==> src/rtl/gray_seq_ctrl.sv <==
// Programmable Gray-code sequencer: loads a binary start value, steps N codes up/down, pulses done.
// Latency: start sampled at edge k, start code at k+1, last code at k+1+N, done high after edge k+2+N.
// Backpressure: none; start is ignored while busy, step_mode gates advances on the step strobe.
// Optional: define GRAY_STEP_CHECK_EN to add the sticky single-bit-change checker output err.
module gray_seq_ctrl #(
  parameter int WIDTH = 8,
  parameter int CNT_W = 8
) (
  input  logic             clk,
  input  logic             rst,
  input  logic             start,
  input  logic             abort,
  input  logic             dir,
  input  logic             step_mode,
  input  logic             step,
  input  logic [WIDTH-1:0] load_val,
  input  logic [CNT_W-1:0] num_steps,
  output logic [WIDTH-1:0] gray_out,
  output logic             busy,
  output logic             done,
  output logic [CNT_W-1:0] steps_left
`ifdef GRAY_STEP_CHECK_EN
  ,
  output logic             err
`endif
);

  typedef enum logic [1:0] {
    S_IDLE = 2'd0,
    S_LOAD = 2'd1,
    S_RUN  = 2'd2,
    S_DONE = 2'd3
  } state_t;

  localparam logic [WIDTH-1:0] BIN_ONE = {{(WIDTH-1){1'b0}}, 1'b1};
  localparam logic [CNT_W-1:0] CNT_ONE = {{(CNT_W-1){1'b0}}, 1'b1};

  function automatic logic [WIDTH-1:0] bin2gray(input logic [WIDTH-1:0] b);
    return b ^ (b >> 1);
  endfunction

  state_t             state_q, state_d;
  logic [WIDTH-1:0]   bin_q, bin_d;
  logic [WIDTH-1:0]   gray_q, gray_d;
  logic [CNT_W-1:0]   steps_q, steps_d;
  logic [WIDTH-1:0]   load_q, load_d;
  logic [CNT_W-1:0]   num_q, num_d;
  logic               dir_q, dir_d;
  logic               mode_q, mode_d;
  logic               adv;
  logic [WIDTH-1:0]   bin_step;

  // Next-state, command capture and datapath update; every output is taken from registers.
  always_comb begin
    state_d  = state_q;
    bin_d    = bin_q;
    gray_d   = gray_q;
    steps_d  = steps_q;
    load_d   = load_q;
    num_d    = num_q;
    dir_d    = dir_q;
    mode_d   = mode_q;
    adv      = 1'b0;
    bin_step = dir_q ? (bin_q - BIN_ONE) : (bin_q + BIN_ONE);

    case (state_q)
      S_IDLE: begin
        // start beats a concurrent abort; abort alone has nothing to cancel here
        if (start) begin
          load_d  = load_val;
          num_d   = num_steps;
          dir_d   = dir;
          mode_d  = step_mode;
          state_d = S_LOAD;
        end
      end
      S_LOAD: begin
        if (abort) begin
          state_d = S_IDLE;
        end else begin
          bin_d   = load_q;
          gray_d  = bin2gray(load_q);
          steps_d = num_q;
          state_d = S_RUN;
        end
      end
      S_RUN: begin
        if (abort) begin
          state_d = S_IDLE;
        end else if (steps_q == '0) begin
          state_d = S_DONE;
        end else if (!mode_q || step) begin
          adv = 1'b1;
        end
      end
      S_DONE: begin
        state_d = S_IDLE;
      end
      default: begin
        state_d = S_IDLE;
      end
    endcase

    if (adv) begin
      bin_d   = bin_step;
      gray_d  = bin2gray(bin_step);
      steps_d = steps_q - CNT_ONE;
    end
  end

  // State and datapath registers with asynchronous reset.
  always_ff @(posedge clk or posedge rst) begin
    if (rst) begin
      state_q <= S_IDLE;
      bin_q   <= '0;
      gray_q  <= '0;
      steps_q <= '0;
      load_q  <= '0;
      num_q   <= '0;
      dir_q   <= 1'b0;
      mode_q  <= 1'b0;
    end else begin
      state_q <= state_d;
      bin_q   <= bin_d;
      gray_q  <= gray_d;
      steps_q <= steps_d;
      load_q  <= load_d;
      num_q   <= num_d;
      dir_q   <= dir_d;
      mode_q  <= mode_d;
    end
  end

  assign gray_out   = gray_q;
  assign steps_left = steps_q;
  assign busy       = (state_q != S_IDLE);
  assign done       = (state_q == S_DONE);

`ifdef GRAY_STEP_CHECK_EN
  logic             err_q;
  logic [WIDTH-1:0] gray_diff;
  logic             one_bit;

  // A legal step flips exactly one bit: diff is non-zero and a power of two.
  always_comb begin
    gray_diff = gray_d ^ gray_q;
    one_bit   = (gray_diff != '0) && ((gray_diff & (gray_diff - BIN_ONE)) == '0);
  end

  // Sticky error flag, cleared on the transition into LOAD.
  always_ff @(posedge clk or posedge rst) begin
    if (rst) begin
      err_q <= 1'b0;
    end else if (state_q == S_IDLE && state_d == S_LOAD) begin
      err_q <= 1'b0;
    end else if (adv && !one_bit) begin
      err_q <= 1'b1;
    end
  end

  assign err = err_q;
`endif

endmodule

==> config.mk <==
export PLATFORM = sky130hd
export DESIGN_NAME = gray_seq_ctrl
export DESIGN_NICKNAME = d
export VERILOG_FILES = /design/src/rtl/gray_seq_ctrl.sv
export SDC_FILE = /design/constraint.sdc
export NUM_CORES = 1
export LEC_CHECK = 0
export CAP_MARGIN = 10
export CORE_MARGIN = 1.5
export CORE_UTILIZATION = 45
export DETAILED_ROUTE_END_ITERATION = 7
export MAX_ROUTING_LAYER = met4
export PLACE_DENSITY = 0.7
export SKIP_LAST_GASP = 1
export SLEW_MARGIN = 20
export SYNTH_ARGS = -nofsm -noshare
export SYNTH_HDL_FRONTEND = slang
export SYNTH_SLANG_ARGS = --single-unit
==> constraint.sdc <==
create_clock -name clk -period 2.2 [get_ports clk]
set_input_delay 0.55 -clock clk [delete_from_list [all_inputs] [get_ports clk]]
set_output_delay 0.55 -clock clk [all_outputs]
set_load 0.01 [all_outputs]
==> summary.md <==
| Metric | Value |
|---|---|
| Main combinational cell family by area after synthesis | compound AO/OA/AOI/OAI gates |
| Gate power share | 0.536 |
| Die area | 5730 µm² |
| Yosys warns | 0 |
| Synth Instances | between 200 and 250 |
| Worst Tran Pin Value | 0.595 ns |
| PwrDens | 1430 nW/µm² |
| Syn Std Cell Area | 2380 µm² |
| Nets@finish | 320 |
| Status | complete, no violations |
| Post-synth ARST share | 1.00 |
| Pre-CTS setup slack | -0.101 ns |
| Tmin final | approximately 2.1 ns |
| Largest net degree at the start of global routing | 44 |
| DR vias/cell | ~5.4 |
| CTS clk-pin slew, worst paths | ~0.080 ns |
| Max frequency | 466 MHz |
| Commonest non-fill, non-tap cells in the layout | 42 x dfrtp_1, 40 x clkdlybuf4s50_1, 19 x nand2_1 |
| Simple-gate share of the synthesized area | 0.142 |
| CTS Hold Bufs | 0 |
| Global route overflow | 0 |
| Port Buffers | 40 |
| Headroom to the max-slew limit | 0.600 |
| Synth Register Bits | 43 |
| CTS tree | done |
| Clock Skews | 0.00837 ns |
| Worst vdd ir | 0.621 mV |
| Post-route ant nets | 0 |
| Critical Path End Type | primary output |
| Leak | 0.00127 µW |
| Crit path buf inv count | 1 |
| Initial DRC Count | between 90 and 100 |
| CTS Buf Count | 5 |
| Post-synthesis compound-gate area fraction | 0.173 |
| Required @ worst endpoint | 1.65 ns |
| Tot GR Track Use | 0.214 |
| Hold Path Class | reg2reg |
| Final Max Tran Viols | 0 |
| XOR/XNOR share of the synthesized area | 0.0626 |
| Total Routed Length | roughly 5200 µm |
| Starting Density | 0.466 |
| Switch share | 0.391 |
| Delay-heaviest family, CP | buffers and inverters |
| Slowest cell on crit path | clkdlybuf4s50_1 |
| I/O pin count | 41 |
| Gp weighted congestion | 0.802 |
| Root buffer selected by CTS | clkbuf_8 |
| Clock sinks | 43 |
| Worst setup margin | 0.0557 ns |
| Router iterations before antenna repair | 4 |
| Number of diodes | 0 |
| Share of cells above drive strength 1 | 0.177 |
| Mux share of post-synthesis cell area | 0.0894 |
| Final hold violation count | 0 |
| Detailed placer's ending HPWL | roughly 3800 µm |
| Die width | 75.7 µm |
| Area growth syn-to-layout | 30.2% |
| Sequential group share of total power | 0.330 |
| # Post-CTS Setup Buffers | 0 |
| Syn nets | 264 |
| Post-synth EDFFs | 0 |
| Post-route clock period utilization | 0.975 |
| Worst setup path class | reg2out |
| Setup-failing EPs final | 0 |
| Slowest stage delay, CP | 0.49 ns |
| Vias in the first global route | 1,904 |
| Switching power | 1730 µW |
| Vias | a little under 2,000 |
| Top FF cell, synth | dfrtp_1 |
| Sequential-to-total area share from yosys stat | 0.452 |
| Rows | 26 |
| Adder-cell area share of the yosys netlist | 0.0505 |
| Chip Height | about 76 µm |
| Total Neg Setup Slack | 0 ns |
| P_int | 2690 µW |
| Crit path DAT | 1.59 ns |
| Max-Cap Viols | 0 |
| DRC viols | 0 |
| Initial antenna violation count | 0 |
| CORE AREA | ~5100 µm² |
| Clock power share | 0.134 |
| WL/cell | 14.4 µm |
| Critical Path Fanout Max | 7 |
| Post-layout util | 0.607 |
| Yosys cell types | 48 |
| Leading cell type in the layout, fill and taps excluded | dfrtp_1 |
| RSZ-0062 raised after global routing | yes |
| Mean Syn Cell Area | 10.3 µm² |
| Worst-Skew Late Latency | 0.29 ns |
| CTS max path bufs | 2 |
| Worst path cell trace | or2_2 > clkdlybuf4s50_1 |
| First-pass GRT wire length | about 9000 µm |
| Max H-tree Level | 2 |
| Startpoint Class | flip-flop |
stage by stage:
step	instance area (µm²)	total power, µW	cells	hold WS, ns
2_1_floorplan	2380	2950	232	0.473
3_5_place_dp	2970	3780	351	0.492
4_1_cts	3080	4390	358	0.510
5_1_grt	3100	4790	358	0.536
3_3_place_gp	2970	3730	351	0.486
6_report	3100	4420	358	0.502
registers in the layout, summed over array words and instances, names as in the netlist:
| name | count |
|---|---|
| mode_q | 1 |
| gray_out | 7 |
| load_q | 8 |
| num_q | 8 |
| state_q | 2 |
| steps_left | 8 |
| dir_q | 1 |
| bin_q | 8 |
power groups by stage:
| stage | clock [µW] | combinational [µW] | sequential, µW |
|---|---|---|---|
| after floorplan | 0 | 1520 | 1430 |
| after global placement | 0 | 2280 | 1450 |
| after detailed placement | 0 | 2320 | 1460 |
| after CTS | 604 | 2340 | 1450 |
| after global routing | 636 | 2640 | 1510 |
| final | 593 | 2370 | 1460 |
per-layer routing:
layer,track usage,part of all wire
met5,-,0
met3,0.0344,0.034
met2,0.319,0.48
met1,0.296,0.48
met4,0.0754,0.011
synthesized netlist by cell type, types with 2 or more instances:
master     instances  area share
dfrtp_1           43        0.45
mux2_2            18       0.085
nand4_1            2      0.0053
xnor2_1           11       0.040
and2_1             2      0.0053
nand2b_1           2      0.0053
a22oi_1            6       0.019
xor2_1             6       0.022
ha_1               8       0.042
a311oi_1           2      0.0074
a21o_1             2      0.0063
nand3b_1           2      0.0063
a21oi_1           15       0.032
nor3_1             3      0.0063
clkbuf_1           4      0.0063
nor2_1            17       0.027
buf_2              3      0.0063
nand3_1            2      0.0042
o21ai_0           12       0.025
nor3b_1            3      0.0095
a211o_1            2      0.0074
a211oi_1           5       0.016
nand2_1           19       0.030
nor2_2             2      0.0053
o31ai_1            2      0.0063
inv_1              9       0.014
a31oi_1            7       0.018
o2111ai_1          3       0.011
worst paths after layout:
kind	startpoint	endpoint	slack, ns	depth (start not counted)
setup / recovery	state_q[0]	busy	0.06	2
hold / removal	mode_q	mode_q	0.50	1
setup reg to reg	bin_q[0]	gray_out[6]	0.11	6
hold reg to reg	mode_q	mode_q	0.50	1
max in group asynchronous	rst	dir_q	1.11	3
min in group asynchronous	rst	mode_q	0.69	3
final cells by class:
type / instances / area (µm²)
Clock inverter: 2 / 37.5
Sequential cell: 43 / 1080
Tap cell: 70 / 87.6
Multi-Input combinational cell: 172 / 1250
Clock buffer: 5 / 68.8
Fill cell: 456 / 2010
Inverter: 9 / 33.8
Timing Repair Buffer: 57 / 541
repair_timing:
action                                  in CTS  in global routing
hold endpoints to repair                     0                  0
endpoints found under the setup margin       2                  5
resized for setup                            1                  3
cell families (layout without fill, tap and decap cells):
group | after synthesis | in the layout
AOI/OAI and AO/OA | 62 | 62
and+or+nand+nor | 65 | 65
DFF | 43 | 43
buffers and inverters | 17 | 73
muxes | 19 | 19
adders and majority gates | 9 | 9
xor gates and xnor gates | 17 | 17
(Power assumes the default switching activity.)
